<file path="config.mk">
export PLATFORM = sky130hd
export DESIGN_NAME = cache_fill_fsm_flat
export DESIGN_NICKNAME = d
export VERILOG_FILES = /design/src/rtl/cache_fill_fsm_if.sv /design/src/rtl/cache_fill_fsm.sv /design/src/flat_wrapper.sv
export SDC_FILE = /design/constraint.sdc
export NUM_CORES = 1
export LEC_CHECK = 0
export ABC_AREA = 1
export CORE_MARGIN = 2
export CORE_UTILIZATION = 39
export CTS_BUF_LIST = sky130_fd_sc_hd__clkbuf_4 sky130_fd_sc_hd__clkbuf_8
export DETAILED_ROUTE_END_ITERATION = 12
export PLACE_DENSITY = 0.95
export SKIP_LAST_GASP = 1
export SLEW_MARGIN = 20
export SYNTH_ARGS = -nofsm -noshare
export SYNTH_HDL_FRONTEND = slang
export SYNTH_SLANG_ARGS = --single-unit
</file>
<file path="constraint.sdc">
create_clock -name clk -period 3.1 [get_ports clk]
set_input_delay 0.465 -clock clk [delete_from_list [all_inputs] [get_ports clk]]
set_output_delay 0.465 -clock clk [all_outputs]
set_load 0.02 [all_outputs]
</file>
<file path="src/rtl/cache_fill_fsm_if.sv">
// Cache-fill engine bus: cache-side miss/array-write signals
// plus the memory-side read request and return channel.
//
// Signals (master = fill engine, slave = cache/memory side):
//   miss_detected     : lookup missed this cycle
//   miss_address      : byte address of the missing access
//   fsm_busy          : stall request to the pipeline
//   write_data_array  : data-array write enable
//   write_tag_array   : tag-array write enable (line valid)
//   fill_word_idx     : word index within block for the write
//   fill_data         : word written into the data array
//   memory_address    : byte address of the memory read
//   mem_read_en       : memory read request strobe
//   memory_data_valid : memory returns one word this cycle
//   memory_data       : returned word
interface cache_fill_fsm_if #(
    parameter int ADDR_W = 16,
    parameter int DATA_W = 16
);
    logic              miss_detected;
    logic [ADDR_W-1:0] miss_address;
    logic              fsm_busy;
    logic              write_data_array;
    logic              write_tag_array;
    logic [2:0]        fill_word_idx;
    logic [DATA_W-1:0] fill_data;
    logic [ADDR_W-1:0] memory_address;
    logic              mem_read_en;
    logic              memory_data_valid;
    logic [DATA_W-1:0] memory_data;

    modport master (
        input  miss_detected,
        input  miss_address,
        input  memory_data_valid,
        input  memory_data,
        output fsm_busy,
        output write_data_array,
        output write_tag_array,
        output fill_word_idx,
        output fill_data,
        output memory_address,
        output mem_read_en
    );

    modport slave (
        output miss_detected,
        output miss_address,
        output memory_data_valid,
        output memory_data,
        input  fsm_busy,
        input  write_data_array,
        input  write_tag_array,
        input  fill_word_idx,
        input  fill_data,
        input  memory_address,
        input  mem_read_en
    );
endinterface

</file>
<file path="src/rtl/cache_fill_fsm.sv">
// Cache miss fill engine: stalls the pipeline on a miss, issues
// one pipelined memory read per word of the block, writes each
// returned word into the data array and the tag with the last.
//
// Ports:
//   clk   : clock
//   rst_n : synchronous active-low reset
//   bus   : cache_fill_fsm_if.master (miss input, array writes,
//           memory request/return channel)
module cache_fill_fsm #(
    parameter int WORDS_PER_BLOCK = 8,
    parameter int ADDR_W          = 16,
    parameter int DATA_W          = 16
) (
    input  logic             clk,
    input  logic             rst_n,
    cache_fill_fsm_if.master bus
);
    localparam int IDX_W  = $clog2(WORDS_PER_BLOCK);
    localparam int OFF_W  = $clog2(WORDS_PER_BLOCK * DATA_W / 8);
    localparam int BYTE_W = OFF_W - IDX_W;
    localparam int CNT_W  = IDX_W + 1;

    localparam logic [CNT_W-1:0] LAST = CNT_W'(WORDS_PER_BLOCK - 1);
    localparam logic [CNT_W-1:0] FULL = CNT_W'(WORDS_PER_BLOCK);

    // Clears the in-block offset bits of a byte address.
    localparam logic [ADDR_W-1:0] BLK_MASK =
        ~ADDR_W'((1 << OFF_W) - 1);

    typedef enum logic {
        IDLE,
        FILL
    } state_t;

    state_t            state;
    state_t            stateNext;
    logic [ADDR_W-1:0] base;
    logic [CNT_W-1:0]  issueCnt;
    logic [CNT_W-1:0]  recvCnt;

    logic              busy;
    logic              wrData;
    logic              wrTag;
    logic [2:0]        fillIdx;
    logic [DATA_W-1:0] fillData;
    logic [ADDR_W-1:0] memAddr;
    logic              rdEn;
    logic [ADDR_W-1:0] wordOff;

    // Byte offset of the word being requested; base is block
    // aligned, so OR-ing it in can never carry into tag bits.
    assign wordOff = ADDR_W'({issueCnt[IDX_W-1:0], {BYTE_W{1'b0}}});

    always_comb begin
        stateNext = state;
        busy      = 1'b0;
        wrData    = 1'b0;
        wrTag     = 1'b0;
        fillIdx   = '0;
        fillData  = '0;
        memAddr   = '0;
        rdEn      = 1'b0;

        unique case (state)
            IDLE: begin
                // Stall in the miss cycle itself.
                busy = bus.miss_detected;
                if (bus.miss_detected) begin
                    stateNext = FILL;
                end
            end
            FILL: begin
                busy = 1'b1;
                if (issueCnt < FULL) begin
                    rdEn    = 1'b1;
                    memAddr = base | wordOff;
                end
                if (bus.memory_data_valid) begin
                    wrData   = 1'b1;
                    fillIdx  = 3'(recvCnt[IDX_W-1:0]);
                    fillData = bus.memory_data;
                    if (recvCnt == LAST) begin
                        wrTag     = 1'b1;
                        stateNext = IDLE;
                    end
                end
            end
            default: begin
                stateNext = IDLE;
            end
        endcase

        // Reset is synchronous, so the state register may still
        // hold FILL during the reset cycle; force outputs quiet.
        if (!rst_n) begin
            stateNext = IDLE;
            busy      = 1'b0;
            wrData    = 1'b0;
            wrTag     = 1'b0;
            fillIdx   = '0;
            fillData  = '0;
            memAddr   = '0;
            rdEn      = 1'b0;
        end
    end

    always_ff @(posedge clk) begin
        if (!rst_n) begin
            state    <= IDLE;
            base     <= '0;
            issueCnt <= '0;
            recvCnt  <= '0;
        end else begin
            state <= stateNext;
            unique case (state)
                IDLE: begin
                    if (bus.miss_detected) begin
                        base     <= bus.miss_address & BLK_MASK;
                        issueCnt <= '0;
                        recvCnt  <= '0;
                    end
                end
                FILL: begin
                    // Saturates at FULL: issue side stops there.
                    if (issueCnt < FULL) begin
                        issueCnt <= issueCnt + 1'b1;
                    end
                    if (bus.memory_data_valid) begin
                        if (recvCnt == LAST) begin
                            recvCnt <= '0;
                        end else begin
                            recvCnt <= recvCnt + 1'b1;
                        end
                    end
                end
                default: begin
                    issueCnt <= '0;
                    recvCnt  <= '0;
                end
            endcase
        end
    end

    assign bus.fsm_busy         = busy;
    assign bus.write_data_array = wrData;
    assign bus.write_tag_array  = wrTag;
    assign bus.fill_word_idx    = fillIdx;
    assign bus.fill_data        = fillData;
    assign bus.memory_address   = memAddr;
    assign bus.mem_read_en      = rdEn;
endmodule

</file>
<file path="src/flat_wrapper.sv">
// flat-port wrapper written by rule: the top's interface ports become plain ports
module cache_fill_fsm_flat 
#(
    parameter int WORDS_PER_BLOCK = 8,
    parameter int ADDR_W          = 16,
    parameter int DATA_W          = 16
)
  (clk, rst_n, bus_miss_detected, bus_miss_address, bus_memory_data_valid, bus_memory_data, bus_fsm_busy, bus_write_data_array, bus_write_tag_array, bus_fill_word_idx, bus_fill_data, bus_memory_address, bus_mem_read_en);
  cache_fill_fsm_if #(.ADDR_W(ADDR_W), .DATA_W(DATA_W)) bus_i ();
  input  logic clk;
  input  logic rst_n;
  input wire logic [$bits(bus_i.miss_detected)-1:0] bus_miss_detected;
  input wire logic [$bits(bus_i.miss_address)-1:0] bus_miss_address;
  input wire logic [$bits(bus_i.memory_data_valid)-1:0] bus_memory_data_valid;
  input wire logic [$bits(bus_i.memory_data)-1:0] bus_memory_data;
  output wire logic [$bits(bus_i.fsm_busy)-1:0] bus_fsm_busy;
  output wire logic [$bits(bus_i.write_data_array)-1:0] bus_write_data_array;
  output wire logic [$bits(bus_i.write_tag_array)-1:0] bus_write_tag_array;
  output wire logic [$bits(bus_i.fill_word_idx)-1:0] bus_fill_word_idx;
  output wire logic [$bits(bus_i.fill_data)-1:0] bus_fill_data;
  output wire logic [$bits(bus_i.memory_address)-1:0] bus_memory_address;
  output wire logic [$bits(bus_i.mem_read_en)-1:0] bus_mem_read_en;
  assign bus_i.miss_detected = bus_miss_detected;
  assign bus_i.miss_address = bus_miss_address;
  assign bus_i.memory_data_valid = bus_memory_data_valid;
  assign bus_i.memory_data = bus_memory_data;
  assign bus_fsm_busy = bus_i.fsm_busy;
  assign bus_write_data_array = bus_i.write_data_array;
  assign bus_write_tag_array = bus_i.write_tag_array;
  assign bus_fill_word_idx = bus_i.fill_word_idx;
  assign bus_fill_data = bus_i.fill_data;
  assign bus_memory_address = bus_i.memory_address;
  assign bus_mem_read_en = bus_i.mem_read_en;
  cache_fill_fsm #(.WORDS_PER_BLOCK(WORDS_PER_BLOCK), .ADDR_W(ADDR_W), .DATA_W(DATA_W)) u_core (.clk(clk), .rst_n(rst_n), .bus(bus_i));
endmodule
</file>
-- Yosys cells after proc, flatten, opt, wreduce, memory -nomap -nowiden
Cells that the tools add are included.
Widths: inputs -> output; s select.
- equality and inequality tests: 4
- reduce and logical (&&, ||, !) cells: 3
- bitwise gates (word level): 2
- add/subtract/negate cells: 2
- order comparisons: 1
- mux-type cells: 31
- operator list (cell ; count):
    $mux 16 ; 6
    $mux 4 ; 4
    $or 16x4->16 ; 1
    $pmux 4 s2 ; 2
    $mux 1 ; 14
    $mux 3 ; 3
    $add 4x1->4 const B ; 2
    $ne 2x2->1 const B ; 3
    $reduce_and 2->1 ; 3
    $eq 4x3->1 const B ; 1
    $lt 4x4->1 const B ; 1
    $pmux 1 s2 ; 2
    $not 1->1 ; 1
- flip-flop bits (word level): 21
- output and inout bits: 39
- input bits: 36

-- Longest topological paths before layout
Gate-level depths: netlist of the first run.
- depth in word-level cells: 5
- depth in mapped cells: 7
- mapped depth without buffers: 7

-- Worst setup path before layout of the first run
Ideal clock, no wire load.
- path kind: reg2out
- start: register u_core.recvCnt[0]
- end: output port bus_write_tag_array
- path buffers: 0
- cell stages (with the launch flop): 6
- data arrival time: 1220 ps
- slack: 1415 ps
- cells stage by stage: dfxtp_1 > ha_1 > nand2_1 > nor2_1 > inv_1 > nor3_1
- cells in the longest elaborated chain, start to end: 5
- ends and longest elaborated chain (what ; RTL line ; text):
    start: declaration ; cache_fill_fsm.sv:40 ; logic [CNT_W-1:0] recvCnt;
    start signal: assignment ; cache_fill_fsm.sv:133 ; recvCnt <= recvCnt + 1'b1;
    $eq 4x3->1 ; cache_fill_fsm.sv:83 ; if (recvCnt == LAST) begin
    $mux 1 ; cache_fill_fsm.sv:83 ;
    $mux 1 ; cache_fill_fsm.sv:79 ; if (bus.memory_data_valid) begin
    $mux 1 ; cache_fill_fsm.sv:65 ; unique case (state)
    $mux 1 ; cache_fill_fsm.sv:96 ; if (!rst_n) begin
    end: declaration ; flat_wrapper.sv:18 ; output wire logic [$bits(bus_i.write_tag_array)-1:0] bus_write_tag_array;
No other way between the ends.

-- Final worst setup path of the first run
- start: input port rst_n
- end: output port bus_fill_data[1]
- cells in the longest elaborated chain, start to end: 1
- ends and longest elaborated chain (what ; RTL line ; text):
    start: declaration ; flat_wrapper.sv:11 ; input logic rst_n;
    $mux 16 ; cache_fill_fsm.sv:96 ;
    end: declaration ; flat_wrapper.sv:20 ; output wire logic [$bits(bus_i.fill_data)-1:0] bus_fill_data;
No other way between the ends.

==> results of run 1 <==
-- area by class of cell --
type	instances	area, sq um	share of cell area (%)
multi-input combinational	100	469	25.5
inverter	46	173	9.40
timing repair buffer	71	706	38.4
tap	31	38.8	2.11
sequential	21	420	22.9
clock buffer	4	30.0	1.63
-- tightest hold or removal path: cells and delay by family (launching register included) --
| kind | cells | cell delay (ns) |
|---|---|---|
| flip-flops | 1 | 0.31 |
| AO/OA/AOI/OAI | 1 | 0.05 |
| buffers and inverters | 1 | 0.06 |
-- stage by stage --
stage | hold slack (ns) | cell area, sq um
2_1_floorplan | 0.429 | 1120
3_3_place_gp | 0.437 | 1810
3_5_place_dp | 0.441 | 1810
4_1_cts | 0.459 | 1840
5_1_grt | 0.489 | 1840
6_report | 0.456 | 1840
-- cells in the final DEF, fill, tap and decap left out --
master,count
o31ai_1,2
ha_1,2
dfxtp_1,21
conb_1,1
inv_2,1
nand4_1,1
o21a_1,1
nand3_1,2
a21oi_1,17
nand2_2,3
o22ai_1,1
o21ai_1,1
nand2_1,12
inv_1,45
nor2_1,40
o21ai_0,15
nand2_4,1
buf_4,2
nor3_1,1
clkbuf_4,4
clkdlybuf4s50_1,69
-- logic make-up (layout without fill, tap and decap cells) --
group / after synthesis / after routing / synth area share, %
fa+ha+maj: 2 / 2 / 2.23
compound gates: 37 / 37 / 17.3
other cells: 1 / 1 / 0.334
buf+inv: 54 / 121 / 20.7
flops: 21 / 21 / 37.5
simple gates: 60 / 60 / 22.0
-- worst max-delay path by stage --
stage                      startpoint  slack (ns)                   to  cells after the start
floorplan           u_core.recvCnt[0]        1.42  bus_write_tag_array                      5
CTS                             rst_n        0.33     bus_fill_data[1]                      5
global placement                rst_n        0.37    bus_fill_data[11]                      5
finish                          rst_n        0.35     bus_fill_data[1]                      5
detailed placement              rst_n        0.34     bus_fill_data[1]                      5
global route                    rst_n        0.23     bus_fill_data[1]                      5
-- synthesized netlist by cell type, types with 2 or more instances --
cell type and number:
inv_1 45, nor2_1 40, dfxtp_1 21, a21oi_1 17
o21ai_0 15, nand2_1 12, buf_2 3, buf_4 3
nand2_2 3, buf_6 2, ha_1 2, nand3_1 2
o31ai_1 2
-- metal layers --
| layer | global-route usage, % | wire length, um | vias up |
|---|---|---|---|
| met3 | 5.58 | 195 | 4 |
| li1 | - | - | 655 |
| met4 | 3.65 | 25 | 0 |
| met2 | 34.6 | 1540 | 40 |
| met5 | 0 | 0 | - |
| met1 | 18.4 | 1130 | 530 |
-- state kept, by name (all words and copies together) (netlist names) --
register / flops
u_core.base: 12
u_core.issueCnt: 4
u_core.recvCnt: 4
u_core.state: 1
-- power breakdown --
part           internal (mW)  switching, mW
registers              0.286        0.00695
logic                 0.0707         0.0675
clock network         0.0589         0.0791
total                  0.415          0.154
==> flow_summary.yaml, run 1 <==
power:
  p_leak_nw: 0.805
  p_per_area_nw_per_um2: 310
  power_mw: 0.569
  irDropWorstVdd_v: 0.000296
grt:
  grtUsageTotal_pct: 17.8
  antenna_found_initial: 0
  grt_overflow: 0
  grt_max_degree: 28
  grt_pass1_vias: 1112
  grt_pass1_wl_mm: 4.69
routing:
  routed_wl_mm: 2.90
  routedWlPerCell_um: 10.6
  vias_per_cell: 4.50
  via_count: 1229
  drc: 0
  drtPass1Iterations: 4
  antenna_violating_nets_post_route: 0
  drt-initial-drc-count: 57
hold_path:
  hold_depth: 2
  hp-start: "u_core.base[10]"
  hold_path_end: "u_core.base[10]"
  min_path_type: "register to register"
critical_path:
  worstPathCellList: "clkdlybuf4s50_1 > nand2_1 > buf_4 > nor2_1 > clkdlybuf4s50_1"
  cpMostUsedCell: "clkdlybuf4s50_1"
  worstRegToRegCells: 5
  worstSetupEndpointType: "output pin"
  crit_family: "buffers and inverters"
  crit_slowest_cell: "clkdlybuf4s50_1"
  r2r-end: "u_core.state"
  critPathLaunchType: "input pin"
  cp_max_fo: 15
  crit_arrival_ns: 2.29
  cpPeakStageDelay_ns: 0.64
  r2r_setup_slack_ns: 1.95
  crit_type: "input pin to output pin"
  required_ns: 2.63
  path_buf_inv: 3
  r2r-start: "u_core.recvCnt[0]"
job:
  cap_viol_max_count: 0
timing:
  setup_viol: 0
  setup_ws_ns: 0.347
  post-route-period-util_pct: 88.8
  grt_setup_unrepaired: "false"
  period_needed_ns: 2.75
  finalHoldViolCount: 0
  finalClockSkew_ns: 0.00342
  maxSlewViolCount: 0
  fin_tns_setup_ns: 0
  fmax_mhz: 363
clock_tree:
  cts_resized: 0
  cts_buffer_depth: 2
  cts_root_buf: "clkbuf_4"
  cts.sinks: 21
  clock_latency_ns: 0.30
  cts_setup_buffers: 0
  cts_tree: "built"
  clk_pin_slew_worst_paths_ns: 0.11
  h-tree-depth: 1
  numCtsBuffers: 3
  postCtsHoldBufs: 0
floorplan:
  die_x_um: 57.6
  start_util_pct: 41.1
  core_sq_um: 2730
  rows: 19
  pin_count: 75
  die_h_um: 57.6
  die_area_sq_um: 3320
synth:
  ys_seq_area_share_pct: 37.5
  synth_cell_types: 21
  netlist_top_cells_area: "dfxtp_1 (37%), inv_1 (15%), nor2_1 (13%)"
  synth-seq-cells: 21
  yosysWarnings: 0
  syn_area_per_cell_sq_um: 6.41
  synth_cells: 175
  synth_edf_count: 0
  synth_nets: 213
  synth_area_sq_um: 1120
  synth_ff_type: "dfxtp_1"
  synth_top_area_share_pct: 37.5
  yosys.area.top_type: "dfxtp_1"
  synthArstFlopShare_pct: 0
placed_design:
  place_congestion: 0.820
  portBuffers: 69
  post-place-cells: 269
  place_ws_ns: 0.342
  hpwlAfterDp_mm: 2.27
layout:
  final_nets: 281
  drive_above_1_share_pct: 4.55
  syn_to_final_growth_pct: 63.7
  fillCellCount: 250
  layoutNonFillerInstCount: 273
  fin_util_pct: 67.2
  diodes: 0
run_status:
  status: "complete, no violations"
Note: power is estimated with default switching activity, not from simulation.
==> inputs of run 2 (changes only) <==
- GPL_ROUTABILITY_DRIVEN: unset -> 0
==> results of run 2 <==
No change in the layout: final DEF, timing and power equal those of run 1.
==> inputs of run 3 (changes only) <==
- CAP_MARGIN: unset -> 25
- GPL_TIMING_DRIVEN: unset -> 0
- clock period: 3.1 -> 3.4 ns (I/O delays scaled with it)
==> flow_summary.yaml, run 3 (same netlist as run 1, synthesis figures left out) <==
critical_path:
  worstSetupEndpointType: "output pin"
  crit_type: "input pin to output pin"
  required_ns: 2.89
  critPathLaunchType: "input pin"
  crit_arrival_ns: 2.14
  cp_max_fo: 10
layout:
  diodes: 0
  final_nets: 286
  top_register: "u_core.base"
  layout_common_cells: "clkdlybuf4s50_1 (68), inv_1 (45), nor2_1 (40)"
  drive_above_1_share_pct: 6.88
  layoutNonFillerInstCount: 278
  final_common_cell: "clkdlybuf4s50_1"
  largestRegisters: "u_core.base x12, u_core.issueCnt x4, u_core.recvCnt x4"
  syn_to_final_growth_pct: 66.6
  largest_register_ffs: 12
timing:
  finalHoldViolCount: 0
  setup_ws_ns: 0.752
  period_needed_ns: 2.65
  fmax_mhz: 378
  setup_viol: 0
  maxSlewViolCount: 0
  grt_setup_unrepaired: "false"
  post-route-period-util_pct: 77.9
  fin_tns_setup_ns: 0
  whs_ns: 0.458
  finalClockSkew_ns: 0.00444
grt:
  grt_pass1_wl_mm: 4.82
  grt_pass1_vias: 1190
  grt_overflow: 0
  grtUsageTotal_pct: 18.0
  antenna_found_initial: 0
  grt_max_degree: 13
routing:
  routedWlPerCell_um: 10.8
  dr_wl_met3_um: 231
  drt-initial-drc-count: 34
  dr_wl_met2_mm: 1.51
  m1WireLength_mm: 1.22
  via_count: 1276
  routed_wl_mm: 3.01
  antenna_violating_nets_post_route: 0
  drtPass1Iterations: 4
  drc: 0
  highest_layer: "met4"
  vias_per_cell: 4.59
clock_tree:
  clock_latency_ns: 0.31
  numCtsBuffers: 3
  cts_tree: "built"
  postCtsHoldBufs: 0
  cts_root_buf: "clkbuf_4"
  cts_buffer_depth: 2
  h-tree-depth: 1
  cts_setup_buffers: 0
  cts.sinks: 21
  cts_resized: 0
  clk_pin_slew_worst_paths_ns: 0.12
floorplan:
  die_h_um: 57.6
  pin_count: 75
  start_util_pct: 41.1
  die_area_sq_um: 3320
  rows: 19
  core_sq_um: 2730
  die_x_um: 57.6
power:
  irDropWorstVdd_v: 0.000402
  p_per_area_nw_per_um2: 279
  p_leak_nw: 0.828
placed_design:
  hpwlAfterDp_mm: 2.35
  place_ws_ns: 0.748
  portBuffers: 68
  post-place-cells: 274
job:
  cap_viol_max_count: 0
hold_path:
  min_path_type: "register to register"
run_status:
  status: "complete, no violations"
run 3: cell types whose count changed in the layout (fill, tap and decap cells not counted), sizes merged:
cell	previous run	this run
buf	2	8
clkbuf	4	3
clkdlybuf4s50	69	68
clkinv	0	1
run 3: power breakdown:
group	total [mW]	switching, mW	internal (mW)
clock network	0.122	0.0781	0.0439
logic	0.132	0.0635	0.0682
registers	0.267	0.00630	0.261
run 3: area by class of cell:
type	count	area, sq um
sequential	21	420
clock inverter	1	5.00
fill	219	865
multi-input combinational	100	469
tap	31	38.8
inverter	46	173
clock buffer	3	22.5
timing repair buffer	68	681
buffer	8	60.1
run 3: routing by layer:
layer  up-vias  GRT usage (%)
li1        669              -
met1       547           19.4
met2        53           33.3
met3         7           6.03
met4         0           5.32
met5         -              0
run 3: path summary, 6_finish.rpt:
| kind | from | to | slack [ns] | depth (start not counted) |
|---|---|---|---|---|
| hold reg to reg | u_core.base[11] | u_core.base[11] | 0.46 | 2 |
| setup reg to reg | u_core.recvCnt[0] | u_core.state | 2.25 | 5 |
| hold / removal | u_core.base[11] | u_core.base[11] | 0.46 | 2 |
| setup / recovery | bus_memory_data_valid | bus_fill_data[10] | 0.75 | 7 |
run 3: through the flow:
| step | utilization (%) | cell area, sq um | power (mW) |
|---|---|---|---|
| 6_report | 68.4 | 1870 | 0.521 |
| 5_1_grt | 68.4 | 1870 | 0.546 |
| 4_1_cts | 68.4 | 1870 | 0.523 |
| 3_5_place_dp | 67.4 | 1840 | 0.404 |
| 3_3_place_gp | 67.4 | 1840 | 0.401 |
| 2_1_floorplan | - | 1120 | 0.338 |
run 3: worst max-delay path, cell delays in order:
cell and delay [ns]:
clkdlybuf4s50_1 0.47, nand2_2 0.10, inv_1 0.07, nand2_1 0.06
buf_2 0.18, nor2_1 0.12, clkdlybuf4s50_1 0.62
